===== src/rtl/line_fill_engine_if.sv =====
// Bundle of the miss, fill and driver-request signals around the line fill engine.
// The master view belongs to the engine and the slave view to the cache side and the driver side.
interface line_fill_engine_if #(
  parameter int ADDR_WIDTH     = 32,
  parameter int DATA_WIDTH     = 64,
  parameter int BEATS_PER_LINE = 4
);
  localparam int LINE_WIDTH = DATA_WIDTH * BEATS_PER_LINE;

  logic                    miss_valid;
  logic                    miss_ready;
  logic [ADDR_WIDTH-1:0]   miss_addr;
  logic                    miss_wb;
  logic [ADDR_WIDTH-1:0]   miss_wb_addr;
  logic [LINE_WIDTH-1:0]   miss_wb_line;

  logic                    fill_valid;
  logic                    fill_ready;
  logic [ADDR_WIDTH-1:0]   fill_addr;
  logic [LINE_WIDTH-1:0]   fill_line;

  logic                    drv_req_valid;
  logic                    drv_req_ready;
  logic                    drv_req_is_write;
  logic [ADDR_WIDTH-1:0]   drv_req_addr;
  logic [DATA_WIDTH-1:0]   drv_req_wdata;
  logic [DATA_WIDTH/8-1:0] drv_req_wstrb;
  logic                    drv_resp_valid;
  logic [DATA_WIDTH-1:0]   drv_resp_data;

  modport master (
    input  miss_valid, miss_addr, miss_wb, miss_wb_addr, miss_wb_line,
    input  fill_ready, drv_req_ready, drv_resp_valid, drv_resp_data,
    output miss_ready, fill_valid, fill_addr, fill_line,
    output drv_req_valid, drv_req_is_write, drv_req_addr, drv_req_wdata, drv_req_wstrb
  );

  modport slave (
    output miss_valid, miss_addr, miss_wb, miss_wb_addr, miss_wb_line,
    output fill_ready, drv_req_ready, drv_resp_valid, drv_resp_data,
    input  miss_ready, fill_valid, fill_addr, fill_line,
    input  drv_req_valid, drv_req_is_write, drv_req_addr, drv_req_wdata, drv_req_wstrb
  );
endinterface


===== src/rtl/line_fill_engine.sv =====
// Cache miss handler: optional victim writeback, then a line fetch, issued as single-beat
// driver requests one at a time, with the assembled line handed back to the cache.
module line_fill_engine #(
  parameter int ADDR_WIDTH     = 32,
  parameter int DATA_WIDTH     = 64,
  parameter int BEATS_PER_LINE = 4
) (
  input  logic               clk,
  input  logic               rst,
  line_fill_engine_if.master bus,
  output logic               busy
);
  localparam int BEAT_BYTES = DATA_WIDTH / 8;
  localparam int LINE_BYTES = BEAT_BYTES * BEATS_PER_LINE;
  localparam int LINE_WIDTH = DATA_WIDTH * BEATS_PER_LINE;
  localparam int CNT_W      = $clog2(BEATS_PER_LINE);
  localparam int BOFF_W     = $clog2(BEAT_BYTES);
  localparam logic [ADDR_WIDTH-1:0] LINE_MASK = ~ADDR_WIDTH'(LINE_BYTES - 1);
  localparam logic [CNT_W-1:0]      LAST_BEAT = CNT_W'(BEATS_PER_LINE - 1);

  typedef enum logic [2:0] {IDLE, WB_REQ, WB_WAIT, RD_REQ, RD_WAIT, FILL_OUT} state_t;

  state_t                 state, state_next;
  logic [CNT_W-1:0]       cnt, cnt_next;
  logic [ADDR_WIDTH-1:0]  line_base, wb_base;
  logic [LINE_WIDTH-1:0]  wb_line, fill_reg;
  logic [ADDR_WIDTH-1:0]  beat_offset;
  logic [DATA_WIDTH-1:0]  wb_beat;
  logic                   accept;
  logic                   store_beat;

  // Bases are line aligned, so OR-ing in the beat offset can never carry out of the line.
  assign beat_offset = ADDR_WIDTH'({cnt, {BOFF_W{1'b0}}});
  assign wb_beat     = wb_line[int'(cnt) * DATA_WIDTH +: DATA_WIDTH];
  assign accept      = bus.miss_valid && (state == IDLE);
  assign store_beat  = (state == RD_WAIT) && bus.drv_resp_valid;

  // NOTE: sequential state uses non-blocking assignments only, so every flop samples
  // pre-edge values regardless of the order in which always blocks are evaluated.
  always_ff @(posedge clk or posedge rst) begin
    if (rst) begin
      state     <= IDLE;
      cnt       <= '0;
      line_base <= '0;
      wb_base   <= '0;
      // NOTE: the line-wide data registers are reset as well, so a reset mid-fill
      // can never expose a partially assembled line on fill_line.
      wb_line   <= '0;
      fill_reg  <= '0;
    end else begin
      state <= state_next;
      cnt   <= cnt_next;
      if (accept) begin
        line_base <= bus.miss_addr & LINE_MASK;
        wb_base   <= bus.miss_wb_addr & LINE_MASK;
        wb_line   <= bus.miss_wb_line;
      end
      if (store_beat) begin
        fill_reg[int'(cnt) * DATA_WIDTH +: DATA_WIDTH] <= bus.drv_resp_data;
      end
    end
  end

  // NOTE: every signal written here gets a default first; a path that skipped one
  // would otherwise infer a latch.
  always_comb begin
    state_next           = state;
    cnt_next             = cnt;
    bus.miss_ready       = 1'b0;
    bus.fill_valid       = 1'b0;
    bus.drv_req_valid    = 1'b0;
    bus.drv_req_is_write = 1'b0;
    bus.drv_req_addr     = '0;
    bus.drv_req_wdata    = '0;
    bus.drv_req_wstrb    = '0;

    unique case (state)
      IDLE: begin
        bus.miss_ready = 1'b1;
        if (bus.miss_valid) begin
          state_next = bus.miss_wb ? WB_REQ : RD_REQ;
          cnt_next   = '0;
        end
      end
      WB_REQ: begin
        bus.drv_req_valid    = 1'b1;
        bus.drv_req_is_write = 1'b1;
        bus.drv_req_addr     = wb_base | beat_offset;
        bus.drv_req_wdata    = wb_beat;
        bus.drv_req_wstrb    = '1;
        if (bus.drv_req_ready) state_next = WB_WAIT;
      end
      WB_WAIT: begin
        if (bus.drv_resp_valid) begin
          if (cnt == LAST_BEAT) begin
            cnt_next   = '0;
            state_next = RD_REQ;
          end else begin
            cnt_next   = cnt + 1'b1;
            state_next = WB_REQ;
          end
        end
      end
      RD_REQ: begin
        bus.drv_req_valid = 1'b1;
        bus.drv_req_addr  = line_base | beat_offset;
        if (bus.drv_req_ready) state_next = RD_WAIT;
      end
      RD_WAIT: begin
        if (bus.drv_resp_valid) begin
          if (cnt == LAST_BEAT) begin
            state_next = FILL_OUT;
          end else begin
            cnt_next   = cnt + 1'b1;
            state_next = RD_REQ;
          end
        end
      end
      FILL_OUT: begin
        bus.fill_valid = 1'b1;
        if (bus.fill_ready) state_next = IDLE;
      end
      default: state_next = IDLE;
    endcase
  end

  assign bus.fill_addr = line_base;
  assign bus.fill_line = fill_reg;
  assign busy          = (state != IDLE);
endmodule


===== src/flat_wrapper.sv =====
// flat-port wrapper written by rule: the top's interface ports become plain ports
module line_fill_engine_flat 
#(
  parameter int ADDR_WIDTH     = 32,
  parameter int DATA_WIDTH     = 64,
  parameter int BEATS_PER_LINE = 4
)
  (clk, rst, busy, bus_miss_valid, bus_miss_addr, bus_miss_wb, bus_miss_wb_addr, bus_miss_wb_line, bus_fill_ready, bus_drv_req_ready, bus_drv_resp_valid, bus_drv_resp_data, bus_miss_ready, bus_fill_valid, bus_fill_addr, bus_fill_line, bus_drv_req_valid, bus_drv_req_is_write, bus_drv_req_addr, bus_drv_req_wdata, bus_drv_req_wstrb);
  line_fill_engine_if #(.ADDR_WIDTH(ADDR_WIDTH), .DATA_WIDTH(DATA_WIDTH), .BEATS_PER_LINE(BEATS_PER_LINE)) bus_i ();
  input  logic clk;
  input  logic rst;
  output logic busy;
  input wire logic [$bits(bus_i.miss_valid)-1:0] bus_miss_valid;
  input wire logic [$bits(bus_i.miss_addr)-1:0] bus_miss_addr;
  input wire logic [$bits(bus_i.miss_wb)-1:0] bus_miss_wb;
  input wire logic [$bits(bus_i.miss_wb_addr)-1:0] bus_miss_wb_addr;
  input wire logic [$bits(bus_i.miss_wb_line)-1:0] bus_miss_wb_line;
  input wire logic [$bits(bus_i.fill_ready)-1:0] bus_fill_ready;
  input wire logic [$bits(bus_i.drv_req_ready)-1:0] bus_drv_req_ready;
  input wire logic [$bits(bus_i.drv_resp_valid)-1:0] bus_drv_resp_valid;
  input wire logic [$bits(bus_i.drv_resp_data)-1:0] bus_drv_resp_data;
  output wire logic [$bits(bus_i.miss_ready)-1:0] bus_miss_ready;
  output wire logic [$bits(bus_i.fill_valid)-1:0] bus_fill_valid;
  output wire logic [$bits(bus_i.fill_addr)-1:0] bus_fill_addr;
  output wire logic [$bits(bus_i.fill_line)-1:0] bus_fill_line;
  output wire logic [$bits(bus_i.drv_req_valid)-1:0] bus_drv_req_valid;
  output wire logic [$bits(bus_i.drv_req_is_write)-1:0] bus_drv_req_is_write;
  output wire logic [$bits(bus_i.drv_req_addr)-1:0] bus_drv_req_addr;
  output wire logic [$bits(bus_i.drv_req_wdata)-1:0] bus_drv_req_wdata;
  output wire logic [$bits(bus_i.drv_req_wstrb)-1:0] bus_drv_req_wstrb;
  assign bus_i.miss_valid = bus_miss_valid;
  assign bus_i.miss_addr = bus_miss_addr;
  assign bus_i.miss_wb = bus_miss_wb;
  assign bus_i.miss_wb_addr = bus_miss_wb_addr;
  assign bus_i.miss_wb_line = bus_miss_wb_line;
  assign bus_i.fill_ready = bus_fill_ready;
  assign bus_i.drv_req_ready = bus_drv_req_ready;
  assign bus_i.drv_resp_valid = bus_drv_resp_valid;
  assign bus_i.drv_resp_data = bus_drv_resp_data;
  assign bus_miss_ready = bus_i.miss_ready;
  assign bus_fill_valid = bus_i.fill_valid;
  assign bus_fill_addr = bus_i.fill_addr;
  assign bus_fill_line = bus_i.fill_line;
  assign bus_drv_req_valid = bus_i.drv_req_valid;
  assign bus_drv_req_is_write = bus_i.drv_req_is_write;
  assign bus_drv_req_addr = bus_i.drv_req_addr;
  assign bus_drv_req_wdata = bus_i.drv_req_wdata;
  assign bus_drv_req_wstrb = bus_i.drv_req_wstrb;
  line_fill_engine #(.ADDR_WIDTH(ADDR_WIDTH), .DATA_WIDTH(DATA_WIDTH), .BEATS_PER_LINE(BEATS_PER_LINE)) u_core (.clk(clk), .rst(rst), .bus(bus_i), .busy(busy));
endmodule

===== config.mk =====
export PLATFORM = sky130hd
export DESIGN_NAME = line_fill_engine_flat
export DESIGN_NICKNAME = d
export VERILOG_FILES = /design/src/rtl/line_fill_engine_if.sv /design/src/rtl/line_fill_engine.sv /design/src/flat_wrapper.sv
export SDC_FILE = /design/constraint.sdc
export NUM_CORES = 1
export LEC_CHECK = 0
export CORE_AREA = 4 4 304 306
export DETAILED_ROUTE_END_ITERATION = 10
export DIE_AREA = 0 0 308 310
export GPL_ROUTABILITY_DRIVEN = 0
export PLACE_DENSITY = 0.55
export SYNTH_ARGS = -nofsm -noshare
export SYNTH_HDL_FRONTEND = slang
export SYNTH_SLANG_ARGS = --single-unit

===== constraint.sdc =====
create_clock -name clk -period 39.4 [get_ports clk]
set_input_delay 7.88 -clock clk [delete_from_list [all_inputs] [get_ports clk]]
set_output_delay 7.88 -clock clk [all_outputs]
set_load 0.02 [all_outputs]

# Word-level counts from Yosys, hierarchy flattened
# Cells that the tools add are included.
# op_classes
n_mux	24
addsub	2
n_shift	3
reduce_logical	8
bitwise	2
eq_ne	13
# ops
op	n
$bwmux 256	1
$shift 64x33->256 const A	1
$shiftx 256x9->64	1
$shiftx 64x33->256	1
$mux 64	1
$or 32x5->32	2
$pmux 32 s2	1
$neg 8->33	1
$mux 3	7
$pmux 3 s6	1
$mux 2	7
$ne 2x2->1 const B	7
$mux 8	1
$eq 3x2->1 const B	2
$eq 3x3->1 const B	2
$pmux 2 s3	1
$reduce_and 6->1	1
$reduce_bool 3->1	2
$reduce_and 5->1	1
$mux 1	4
$eq 3x1->1 const B	1
$logic_not 3->1	1
$add 2x1->2 const B	1
$eq 2x2->1 const B	1
2 further kinds	3
# totals
ff_bits	571
in_bits	391
out_inout_bits	397
word_cells	58

# Longest topological paths before layout
# depth
ltp_word	4
depth_mapped	10
ltp_nobuf	6

# Least setup slack after synthesis
# OpenSTA, ideal clock, no wires.
# synth_timing
path_kind	register -> output
from	register u_core.cnt[0]
to	output port bus_drv_req_wdata[25]
slack_ns	29.941
arrival_ns	1.579
path_buffers	3
path_stages_with_launch	6
t_required_ns	31.520
path_cell_list	dfrtp_1 > buf_6 > buf_6 > buf_6 > mux4_2 > and3_1
# synth_via
elab_chain_cells	2
# synth_lines
element	line	text
start: declaration	line_fill_engine.sv:24	logic [CNT_W-1:0] cnt, cnt_next;
start signal: assignment	line_fill_engine.sv:52	cnt <= cnt_next;
$shiftx 256x9->64	line_fill_engine.sv:34	assign wb_beat = wb_line[int'(cnt) * DATA_WIDTH +: DATA_WIDTH];
$mux 64	line_fill_engine.sv:77	unique case (state)
end: declaration	flat_wrapper.sv:29	output wire logic [$bits(bus_i.drv_req_wdata)-1:0] bus_drv_req_wdata;
# No other way between the ends.

==> results by group <==
Clocking
  • Number of buffers inserted during clock tree synthesis: 69
  • Count of clock tree sinks: 571
  • Number of hold buffers added after CTS: 0
  • TritonCTS clock tree: yes
  • Clock-pin slew reported for the worst setup and hold paths after clock tree synthesis: 0.06 ns
  • Insertion delay of the later-clocked pin in the worst-skew pair: 0.61 ns
  • Cell chosen for the clock root: sky130_fd_sc_hd__clkbuf_16
  • Buffer levels on the longest clock path: 3
  • Resize count post-CTS: 0
  • Post-CTS setup-driven buffer insertion count: 0
  • H-tree levels: 3

Timing
  • Transition time at the pin with the least slew margin: 1.10 ns
  • Clock period minus final worst setup slack: 11.86 ns
  • Fmax achieved: 84.3 MHz
  • Worst clock skew: 0.0240 ns
  • Final max-slew violation count: 0
  • Unrepaired setup endpoints after global routing: false
  • Tightest slew margin relative to the limit: 0.268
  • Summed negative setup slack over all endpoints: 0 ns
  • Number of setup violations in the final report: 0
  • Final hold violation count: 0
  • Share of the clock period used by the worst path: 0.301

Critical path
  • Arrival time of the worst setup path: 12.44 ns
  • Worst Path Max Fanout: 87
  • Slowest stage cell on the critical path: sky130_fd_sc_hd__buf_4
  • Setup crit end kind: async pin
  • Slowest stage delay, CP: 0.92 ns
  • Type of origin of the critical path: input port
  • Cell seen most often among critical-path stages: sky130_fd_sc_hd__buf_4
  • Worst Path Class, Setup: in2async
  • Data required time of the critical path: 39.99 ns
  • Cells traversed along the worst timing path: clkdlybuf4s50_1 -> inv_8 -> buf_4 -> buf_4 -> buf_4 -> buf_4

Route
  • Drt first-iter violations: 1233
  • Via density per instance: 4.57
  • Average detailed-routed wire length per instance: 21.0 um
  • DRC: 0
  • Initial DRT Pass Iterations: 5
  • Antenna Violating Nets Remaining: 0
  • Total length of routed wires: 84.1 mm
  • Total via count after detailed routing: 18300

Synthesis
  • Synth warnings: 0
  • Syn_area_per_cell: 12.7 um^2
  • Synth Cell Area: 26200 um^2
  • Most used DFF post-synth: sky130_fd_sc_hd__dfrtp_1
  • Most common cell in the netlist: sky130_fd_sc_hd__dfrtp_1
  • Number of cells produced by synthesis: 2065
  • Fraction of synthesized cell area taken by the top area cell type: 0.546
  • EDFF count, synth: 0
  • Synth area leader: sky130_fd_sc_hd__dfrtp_1
  • Main area contributors after synthesis: sky130_fd_sc_hd__dfrtp_1 (55%), sky130_fd_sc_hd__mux2_4 (17%), sky130_fd_sc_hd__nand2_1 (7.5%)
  • Sequential-to-total area share from yosys stat: 0.546
  • Number of synthesized register bits: 571
  • Asr flop ratio synth: 1.00
  • Post-synthesis cell type count: 37
  • Top post-synthesis cells by count: sky130_fd_sc_hd__dfrtp_1 (571), sky130_fd_sc_hd__nand2_1 (522), sky130_fd_sc_hd__mux2_4 (300), sky130_fd_sc_hd__o21ai_1 (200), sky130_fd_sc_hd__and3_1 (65)

Pwr
  • Part of the power in the clock network: 0.243
  • Total power density per cell area: 74.5 nW/um^2
  • Part of the power in combinational logic: 0.419
  • Relative contribution of sequential cells to total power: 0.338
  • Internal portion of total power: 1820 uW
  • Switching Power: 905 uW
  • Leakage power: 0.0154 uW
  • Worst ir drop on vdd: 0.0416 mV
  • Fraction of power spent switching nets: 0.332

GRT
  • Wire length of the first global-routing pass: 125 mm
  • Vias in the first global route: 19500
  • Initial antenna violation count: 26
  • Met1 demand-to-capacity share in global routing: 0.202
  • Total gr overflow: 0
  • Pin count of the biggest net entering global routing: 133
  • Met2 Resource Use GR: 0.275
  • Most Used Layer, Global Route: met2
  • Grt met3 use: 0.0775
  • Gr usage total: 0.169

Floorplanning
  • Number of standard-cell rows in the floorplan: 110
  • Number of placed I/O pins: 788
  • Placeable Area: 89600 um^2
  • Die boundary height: 310 um
  • Width of the die: 308 um
  • Die Area: 95500 um^2
  • Initial core utilization: 0.292

Cells and area
  • Layout Cell Area excl Fill: 36600 um^2
  • Layout cells sized above 1: 0.186
  • Area added between synthesis and finish: 39.7%
  • Net count of the finished layout: 3163
  • Finished Layout Cells: 4005

Placement
  • Port Buffers: 769
  • Hpwl dp: 58.2 mm
  • Placed Cells incl. Taps: 3871
  • Post-Place Cell Area: 34200 um^2

Min path
  • Class of the tightest hold or removal check: reg2reg

Run status
  • Result of the run: completed

Job
  • Max Cap Viol: 0
==> sequential cells by signal, summed over array words and instances (netlist names) <==
| register | cells |
|---|---|
| u_core.cnt | 2 |
| u_core.wb_line | 256 |
| u_core.state | 3 |
| u_core.wb_base | 27 |
| u_core.bus.fill_addr | 27 |
| u_core.bus.fill_line | 256 |
==> final timing paths <==
check                           cells after the start  slack (ns)                   endpoint                       from
worst max-delay path                                6       27.54   u_core.bus.fill_addr[14]                        rst
worst min-delay path                                2        0.48  u_core.bus.fill_line[124]  u_core.bus.fill_line[124]
worst max register to register                      7       34.46        u_core.wb_line[151]            u_core.state[0]
max in group clk                                    4       27.69       bus_drv_req_wdata[6]              u_core.cnt[0]
min in group asynchronous                           2        7.75          u_core.wb_line[9]                        rst
worst min register to register                      2        0.48  u_core.bus.fill_line[124]  u_core.bus.fill_line[124]
==> per-stage QoR <==
step | setup slack [ns] | utilization | total power [uW] | hold slack, ns
detailed placement | 26.65 | 0.382 | 2080 | 0.472
global route | 26.83 | 0.408 | 2870 | 0.498
floorplan | 15.55 | - | 1710 | 0.475
CTS | 27.32 | 0.408 | 2760 | 0.484
finish | 27.54 | 0.408 | 2720 | 0.478
global placement | 26.79 | 0.382 | 2060 | 0.463
==> power groups by stage <==
stage	Clock [uW]	Sequential (uW)	Combinational, uW
final	662	919	1140
after floorplan	0	929	777
after global placement	0	916	1140
after CTS	684	920	1160
after global routing	707	943	1220
after detailed placement	0	925	1160
==> cell usage in the layout, fill, tap and decap left out, types with 2 or more instances in the layout <==
cell                              Yosys  final
sky130_fd_sc_hd__o211ai_1             2      2
sky130_fd_sc_hd__inv_1                9      8
sky130_fd_sc_hd__inv_6                0      2
sky130_fd_sc_hd__diode_2              0     11
sky130_fd_sc_hd__bufinv_16            0      8
sky130_fd_sc_hd__buf_4               28     24
sky130_fd_sc_hd__o21ai_1            200    200
sky130_fd_sc_hd__mux2_2              11     11
sky130_fd_sc_hd__mux2_4             300    300
sky130_fd_sc_hd__nor3_4               2      4
sky130_fd_sc_hd__dfrtp_2              0      2
sky130_fd_sc_hd__clkdlybuf4s50_1      0    769
sky130_fd_sc_hd__clkbuf_1            55     16
sky130_fd_sc_hd__mux4_2              64     64
sky130_fd_sc_hd__clkinv_2             0     13
sky130_fd_sc_hd__nand2_1            522    518
sky130_fd_sc_hd__ha_1                 6      6
sky130_fd_sc_hd__and3_1              65     64
sky130_fd_sc_hd__o21ai_0             61     61
sky130_fd_sc_hd__mux2i_1             28     28
sky130_fd_sc_hd__clkbuf_16            0     71
sky130_fd_sc_hd__dfrtp_1            571    567
sky130_fd_sc_hd__clkbuf_8             0      9
sky130_fd_sc_hd__conb_1               1      8
sky130_fd_sc_hd__dfrtp_4              0      2
sky130_fd_sc_hd__clkinv_8             0      2
sky130_fd_sc_hd__nor2_1              32     31
sky130_fd_sc_hd__nand2_4              0      4
sky130_fd_sc_hd__a21oi_1              2      2
sky130_fd_sc_hd__nand2b_1             2      2
==> critical path: cells and delay by family <==
kind | cells | cell delay, ns
buffers and inverters | 6 | 4.38
==> kinds of logic (layout without fill, tap and decap cells) <==
kind of cell,after synthesis,after routing,share of synthesized area
simple gates,631,631,0.0992
flops,571,571,0.546
mux,403,403,0.243
compound gates,271,271,0.0528
buf+inv,181,927,0.0564
fa+ha+maj,6,6,0.00287
other cells,1,19,0.000143
xor+xnor,1,1,0.000335
==> routing by layer <==
layer / up-vias / wire, um
met5: - / 238
met4: 36 / 2120
met3: 144 / 9100
met2: 703 / 39200
met1: 8983 / 33400
li1: 8419 / -
==> cell type report <==
| class | count | area, um^2 |
|---|---|---|
| clock inverters | 27 | 372 |
| repair buffers | 794 | 7900 |
| clock buffers | 96 | 1960 |
| flip-flops and latches | 571 | 14300 |
| well taps | 1176 | 1470 |
| multi-input cells | 1320 | 10500 |
| fillers | 8397 | 53000 |
| inverters | 10 | 45.0 |
| diodes | 11 | 27.5 |
Power figures use the tool's default switching activity.
